## config.mk

```make
export PLATFORM = sky130hd
export DESIGN_NAME = mult_error_profiler
export DESIGN_NICKNAME = d
export VERILOG_FILES = /design/src/rtl/mult_prof_pkg.sv /design/src/rtl/ed_accum.sv /design/src/rtl/mult_error_profiler.sv
export SDC_FILE = /design/constraint.sdc
export NUM_CORES = 1
export LEC_CHECK = 0
export ABC_AREA = 1
export CORE_MARGIN = 5
export CORE_UTILIZATION = 56
export CTS_CLUSTER_DIAMETER = 80
export CTS_CLUSTER_SIZE = 10
export DETAILED_ROUTE_END_ITERATION = 6
export GPL_TIMING_DRIVEN = 1
export PLACE_DENSITY_LB_ADDON = 0.05
export SYNTH_ARGS = -nofsm -noshare
export SYNTH_HDL_FRONTEND = slang
export SYNTH_HIERARCHICAL = 1
export SYNTH_SLANG_ARGS = --single-unit
```

## constraint.sdc

```tcl
create_clock -name clk -period 20.9 [get_ports clk]
set_input_delay 2.09 -clock clk [delete_from_list [all_inputs] [get_ports clk]]
set_output_delay 2.09 -clock clk [all_outputs]
set_load 0.01 [all_outputs]
```

## src/rtl/mult_prof_pkg.sv

```systemverilog
`default_nettype none
// +------------------------------------------------------------------------+
// | Module   : mult_prof_pkg                                               |
// | Purpose  : Shared types and width helpers for the multiplier error     |
// |            profiler (FSM state encoding, product/count/sum widths).    |
// | Ports    : none (package)                                              |
// | Revision : 1.0 - initial release                                       |
// +------------------------------------------------------------------------+
package mult_prof_pkg;

   localparam int PROF_STATE_W = 2;

   typedef enum logic [PROF_STATE_W-1:0] {
      IDLE  = 2'd0,
      SWEEP = 2'd1,
      DRAIN = 2'd2,
      DONE  = 2'd3
   } prof_state_t;

   // Product of two W-bit operands.
   function automatic int prod_w(input int w);
      return 2 * w;
   endfunction

   // Error count must hold 2^(2W) (every pair wrong), hence one extra bit.
   function automatic int cnt_w(input int w);
      return 2 * w + 1;
   endfunction

   // Sum of up to 2^(2W) distances each below 2^(2W).
   function automatic int sum_w(input int w);
      return 4 * w;
   endfunction

endpackage
`default_nettype wire

```

## src/rtl/ed_accum.sv

```systemverilog
`default_nettype none
// +------------------------------------------------------------------------+
// | Module   : ed_accum                                                    |
// | Purpose  : Compares one tail sample of the profiler delay line against |
// |            its exact product and accumulates error metrics.            |
// | Ports    : clk, rst_n (sync, active-low), clear_i (start of run),      |
// |            valid_i, a_i/b_i (operands), exact_i, y_i (DUT product),    |
// |            err_count_o, sum_ed_o, max_ed_o, first_err_valid_o,         |
// |            first_err_a_o, first_err_b_o                                |
// | Revision : 1.0 - initial release                                       |
// +------------------------------------------------------------------------+
module ed_accum
   import mult_prof_pkg::*;
#(
   parameter int W = 8
)
(
   input  logic               clk,
   input  logic               rst_n,
   input  logic               clear_i,
   input  logic               valid_i,
   input  logic [W-1:0]       a_i,
   input  logic [W-1:0]       b_i,
   input  logic [2*W-1:0]     exact_i,
   input  logic [2*W-1:0]     y_i,
   output logic [2*W:0]       err_count_o,
   output logic [4*W-1:0]     sum_ed_o,
   output logic [2*W-1:0]     max_ed_o,
   output logic               first_err_valid_o,
   output logic [W-1:0]       first_err_a_o,
   output logic [W-1:0]       first_err_b_o
);

   localparam int PW = prod_w(W);
   localparam int CW = cnt_w(W);
   localparam int SW = sum_w(W);

   logic [PW:0]   w_diff;
   logic [PW-1:0] w_ed;
   logic          w_err;

   logic [CW-1:0] cnt_q, cnt_d;
   logic [SW-1:0] sum_q, sum_d;
   logic [PW-1:0] max_q, max_d;
   logic          fv_q, fv_d;
   logic [W-1:0]  fa_q, fa_d;
   logic [W-1:0]  fb_q, fb_d;

   // The extra top bit of the difference is the sign; on a negative result
   // the magnitude is taken from the reversed subtraction.
   assign w_diff = {1'b0, y_i} - {1'b0, exact_i};
   assign w_ed   = w_diff[PW] ? (exact_i - y_i) : w_diff[PW-1:0];
   assign w_err  = valid_i && (w_ed != '0);

   always_comb begin
      cnt_d = cnt_q;
      sum_d = sum_q;
      max_d = max_q;
      fv_d  = fv_q;
      fa_d  = fa_q;
      fb_d  = fb_q;
      if (clear_i) begin
         cnt_d = '0;
         sum_d = '0;
         max_d = '0;
         fv_d  = 1'b0;
         fa_d  = '0;
         fb_d  = '0;
      end else if (w_err) begin
         cnt_d = cnt_q + 1'b1;
         sum_d = sum_q + SW'(w_ed);
         if (w_ed > max_q) begin
            max_d = w_ed;
         end
         if (!fv_q) begin
            fv_d = 1'b1;
            fa_d = a_i;
            fb_d = b_i;
         end
      end
   end

   always_ff @(posedge clk) begin
      if (!rst_n) begin
         cnt_q <= '0;
         sum_q <= '0;
         max_q <= '0;
         fv_q  <= 1'b0;
         fa_q  <= '0;
         fb_q  <= '0;
      end else begin
         cnt_q <= cnt_d;
         sum_q <= sum_d;
         max_q <= max_d;
         fv_q  <= fv_d;
         fa_q  <= fa_d;
         fb_q  <= fb_d;
      end
   end

   assign err_count_o       = cnt_q;
   assign sum_ed_o          = sum_q;
   assign max_ed_o          = max_q;
   assign first_err_valid_o = fv_q;
   assign first_err_a_o     = fa_q;
   assign first_err_b_o     = fb_q;

endmodule
`default_nettype wire

```

## src/rtl/mult_error_profiler.sv

```systemverilog
`default_nettype none
// +------------------------------------------------------------------------+
// | Module   : mult_error_profiler                                         |
// | Purpose  : Exhaustive on-chip error profiler for a WxW multiplier.     |
// |            Sweeps all operand pairs (b outer, a inner), aligns each    |
// |            pair with the DUT product through a DUT_LAT+1 delay line    |
// |            and accumulates error-distance metrics.                     |
// | Ports    : clk, rst_n (sync, active-low), start, op_a/op_b (to DUT),   |
// |            dut_y (from DUT), busy, done, err_count, sum_ed, max_ed,    |
// |            first_err_valid, first_err_a, first_err_b                   |
// | Revision : 1.0 - initial release                                       |
// +------------------------------------------------------------------------+
module mult_error_profiler
   import mult_prof_pkg::*;
#(
   parameter int W       = 8,
   parameter int DUT_LAT = 0
)
(
   input  logic               clk,
   input  logic               rst_n,
   input  logic               start,
   output logic [W-1:0]       op_a,
   output logic [W-1:0]       op_b,
   input  logic [2*W-1:0]     dut_y,
   output logic               busy,
   output logic               done,
   output logic [2*W:0]       err_count,
   output logic [4*W-1:0]     sum_ed,
   output logic [2*W-1:0]     max_ed,
   output logic               first_err_valid,
   output logic [W-1:0]       first_err_a,
   output logic [W-1:0]       first_err_b
);

   localparam int PW    = prod_w(W);
   localparam int DEPTH = DUT_LAT + 1;

   prof_state_t state_q, state_d;
   logic [PW-1:0] idx_q, idx_d;
   logic [W-1:0]  op_a_q, op_b_q;
   logic          busy_q, done_q;

   // Stage 0 is loaded together with op_a/op_b; the tail stage lines up with
   // the edge at which dut_y for that pair is valid.
   logic [DEPTH-1:0]        pipe_v_q;
   logic [DEPTH-1:0][W-1:0] pipe_a_q;
   logic [DEPTH-1:0][W-1:0] pipe_b_q;

   logic          w_issue;
   logic          w_clear;
   logic          w_finish;
   logic          w_idx_last;
   logic          w_pipe_empty;
   logic [PW-1:0] w_exact;

   assign w_idx_last   = &idx_q;
   assign w_pipe_empty = (pipe_v_q == '0);

   // State register
   always_ff @(posedge clk) begin
      if (!rst_n) begin
         state_q <= IDLE;
      end else begin
         state_q <= state_d;
      end
   end

   // Next-state logic
   always_comb begin
      state_d = state_q;
      case (state_q)
         IDLE:    if (start)        state_d = SWEEP;
         SWEEP:   if (w_idx_last)   state_d = DRAIN;
         DRAIN:   if (w_pipe_empty) state_d = DONE;
         DONE:    if (start)        state_d = SWEEP;
         default:                   state_d = IDLE;
      endcase
   end

   // Control strobes
   always_comb begin
      w_issue  = (state_q == SWEEP);
      w_clear  = ((state_q == IDLE) || (state_q == DONE)) && start;
      w_finish = (state_q == DRAIN) && w_pipe_empty;
   end

   // The index holds at all-ones on the final issue rather than wrapping.
   always_comb begin
      idx_d = idx_q;
      if (w_clear) begin
         idx_d = '0;
      end else if (w_issue && !w_idx_last) begin
         idx_d = idx_q + 1'b1;
      end
   end

   always_ff @(posedge clk) begin
      if (!rst_n) begin
         idx_q    <= '0;
         op_a_q   <= '0;
         op_b_q   <= '0;
         busy_q   <= 1'b0;
         done_q   <= 1'b0;
         pipe_v_q <= '0;
         pipe_a_q <= '0;
         pipe_b_q <= '0;
      end else begin
         idx_q  <= idx_d;
         done_q <= w_finish;
         if (w_issue) begin
            op_a_q <= idx_q[W-1:0];
            op_b_q <= idx_q[PW-1:W];
            busy_q <= 1'b1;
         end else if (w_finish) begin
            busy_q <= 1'b0;
         end
         pipe_v_q[0] <= w_issue;
         pipe_a_q[0] <= idx_q[W-1:0];
         pipe_b_q[0] <= idx_q[PW-1:W];
         for (int i = 1; i < DEPTH; i++) begin
            pipe_v_q[i] <= pipe_v_q[i-1];
            pipe_a_q[i] <= pipe_a_q[i-1];
            pipe_b_q[i] <= pipe_b_q[i-1];
         end
      end
   end

   assign w_exact = PW'(pipe_a_q[DEPTH-1]) * PW'(pipe_b_q[DEPTH-1]);

   ed_accum #(
      .W (W)
   ) u_ed_accum (
      .clk               (clk),
      .rst_n             (rst_n),
      .clear_i           (w_clear),
      .valid_i           (pipe_v_q[DEPTH-1]),
      .a_i               (pipe_a_q[DEPTH-1]),
      .b_i               (pipe_b_q[DEPTH-1]),
      .exact_i           (w_exact),
      .y_i               (dut_y),
      .err_count_o       (err_count),
      .sum_ed_o          (sum_ed),
      .max_ed_o          (max_ed),
      .first_err_valid_o (first_err_valid),
      .first_err_a_o     (first_err_a),
      .first_err_b_o     (first_err_b)
   );

   assign op_a = op_a_q;
   assign op_b = op_b_q;
   assign busy = busy_q;
   assign done = done_q;

endmodule
`default_nettype wire

```

==> results.toml <==
[status]
status = "finished, final reports clean"

[cts]
post_cts_buffers = 0
cts_tree = "yes"
clk_pin_slew_ns = 0.07
ctsHoldBuffers = 0
ctsHtreeMaxLevel = 4
cts_buffer_depth = 2
cts_resized = 0
clock-sinks = 135
cts_made_buffers = 17
cts_root_buf = "clkbuf_16"
worst_skew_pair.late_latency_ns = 0.43

[synth]
yosys.area.top_type_share_pct = 23.1
synthXorXnorAreaFrac_pct = 4.79
synth.area.top_cells = "dfxtp_1 (23%), nand2_1 (18%), ha_1 (11%)"
syn_avg_cell_area_um2 = 6.31
ys_ff_latch = 135
synth_ff_type = "dfxtp_1"
syn_area_um2 = 11700
synthAdderAreaFrac_pct = 17.9
synth-simple-area-share_pct = 32.8
muxShareOfSynthArea_pct = 0
synth_top_family_by_area = "simple AND/OR/NAND/NOR gates"
synthMostInstantiatedCell = "nand2_1"
ys_types = 40
synth_cells = 1854
synthArstFlopShare_pct = 0
yosysTopAreaCell = "dfxtp_1"
ys_top_cells_by_count = "nand2_1 (562), inv_1 (340), nor2_1 (195)"
yosysWarningCount = 6
ys_seq_area_share_pct = 23.1
synth-edff-count = 0
synth-compound-area-share_pct = 7.90
synth.net_count = 2017

[sta]
max_slew.worst_pin.slew_ns = 1.09
maxSlewViolCount = 0
finClkSkew_ns = 0.0199
hold_violations = 0
period_share_pct = 39.1
final.setup.tns_ns = 0
rsz0062_at_grt = "no"
finalSetupViolCount = 0
max_slew_margin_pct = 27.4
min_period_ns = 8.17
fmax_mhz = 122

[placed_design]
dp_hpwl_mm = 24.2
port_buffers = 118
place_congestion = 0.964
placedInstanceArea_um2 = 13000

[cells_and_area]
seqCellArea_um2 = 2700
multi_input_comb_area_um2 = 7430
syn2layout_area_growth_pct = 16.4
fillCellCount = 1925
fin_nets = 2103
drive_gt1_share_pct = 3.58
num_antenna_cells = 0
design_area_um2 = 13600

[hold_path]
hold_start = "idx_q[13]"
holdPathEnd = "pipe_b_q[5]"
hold_depth = 2
hold_class = "flop to flop"

[die]
initial_core_util_pct = 57.3
core_area_um2 = 20400
die_area_um2 = 23900
dieWidth_um = 155
pin_count = 119
rows = 52
die_h_um = 155

[routing]
vias = 11400
initialDrtViolationCount = 726
first_pass_iters = 6
avgViaCountPerCell = 5.12
ant_nets = 0
drc = 0
wl_per_cell_um = 13.8
drt_wl_total_mm = 30.7

[critical_path]
crit_fanout = 49
crit_slowest_cell = "nand2_2"
rr_endpoint = "u_ed_accum/sum_ed_o[8]"
critPathKind = "flop to flop"
start_kind = "flop"
crit_top_cell = "nand2_1"
slowest_delay_ns = 1.04
rr_worst_depth = 31
endpoint_kind = "flop"
r2r_start = "pipe_a_q[3]"
r2r_slack_ns = 12.73
cp.required_ns = 21.20
cp.arrival_ns = 8.47

[pwr]
p_leak_nw = 7.20
irDropWorstVdd_v = 0.0000607
power.density_nw_per_um2 = 72.1

[global_route]
grt_pass1_wl_mm = 52.3
grt_overflow = 0
grt_start_max_net_pins = 52
antenna_found_initial = 0
grt_usage_pct = 26.2
grt_pass1_vias = 11000

[job]
cap_violations = 0
## cell type report
| class | instances | area share, % |
|---|---|---|
| multi-input combinational | 1316 | 54.6 |
| sequential | 135 | 19.8 |
| inverter | 347 | 9.56 |
| timing repair buffer | 123 | 8.95 |
| clock buffer | 18 | 3.22 |
| tap | 270 | 2.48 |
| clock inverter | 14 | 1.37 |
## critical path, delay by kind of cell (launching register included)
kind            cells  cell delay (ns)
compound gates      3             0.66
xor+xnor            1             0.24
fa+ha+maj           6             2.77
buf+inv             6             0.66
flops               1             0.54
simple gates       15             3.11
## logic make-up after synthesis
kind of cell | Yosys count
simple gates | 933
xor+xnor | 64
buf+inv | 403
fa+ha+maj | 144
flops | 135
compound gates | 175
## placed cells by master, fill, tap and decap left out, drive strengths merged, types with 5 or more instances in the layout
cell           count
buf                5
o21ai             56
fa                39
nor4               5
a21o               5
clkdlybuf4s50    118
nand2            571
nand3            102
xnor2             16
a21oi            105
xor2              48
nor2             203
dfxtp            135
ha               105
nand4             25
nor3              17
clkbuf            18
inv              354
## per-layer routing
metal / track usage, % / part of all wire [%]
met1: 33.6 / 45
met3: 4.16 / 4.6
met4: 7.91 / 2.4
met2: 45.3 / 48
met5: 0 / 0
## how the worst max path moves through the flow
stage	cells past startpoint	slack (ns)	endpoint	startpoint
after floorplan	37	14.19	u_ed_accum/sum_ed_o[23]	pipe_a_q[2]
after global placement	31	12.95	u_ed_accum/err_count_o[0]	pipe_a_q[3]
after detailed placement	29	12.80	u_ed_accum/sum_ed_o[11]	pipe_a_q[0]
after CTS	29	12.75	u_ed_accum/sum_ed_o[8]	pipe_a_q[0]
after global routing	31	12.13	u_ed_accum/sum_ed_o[8]	pipe_a_q[2]
final	31	12.73	u_ed_accum/sum_ed_o[8]	pipe_a_q[3]
## sequential cells by signal, summed over array words and instances (netlist names), 16 cells and up
register                count
idx_q                      16
u_ed_accum/max_ed_o        16
u_ed_accum/err_count_o     17
u_ed_accum/sum_ed_o        32
## stage by stage
stage | instances | utilization [%] | hold slack (ns) | total power, mW | worst slack, ns
floorplan | 1854 | - | 0.420 | 0.543 | 14.19
detailed placement | 2191 | 63.6 | 0.445 | 0.661 | 12.80
global route | 2223 | 66.7 | 0.468 | 1.05 | 12.13
finish | 2223 | 66.7 | 0.446 | 0.982 | 12.73
global placement | 2191 | 63.6 | 0.444 | 0.656 | 12.95
CTS | 2223 | 66.7 | 0.446 | 0.988 | 12.75
## report_power, final
| group | switching [mW] | leakage, nW | total [mW] | internal [mW] |
|---|---|---|---|---|
| Sequential | 0.0273 | 1.09 | 0.319 | 0.292 |
| Combinational | 0.208 | 5.80 | 0.340 | 0.133 |
| Clock | 0.129 | 0.301 | 0.323 | 0.194 |
| Total | 0.363 | 7.20 | 0.982 | 0.618 |
No activity file was read; power rests on OpenSTA's default activity.
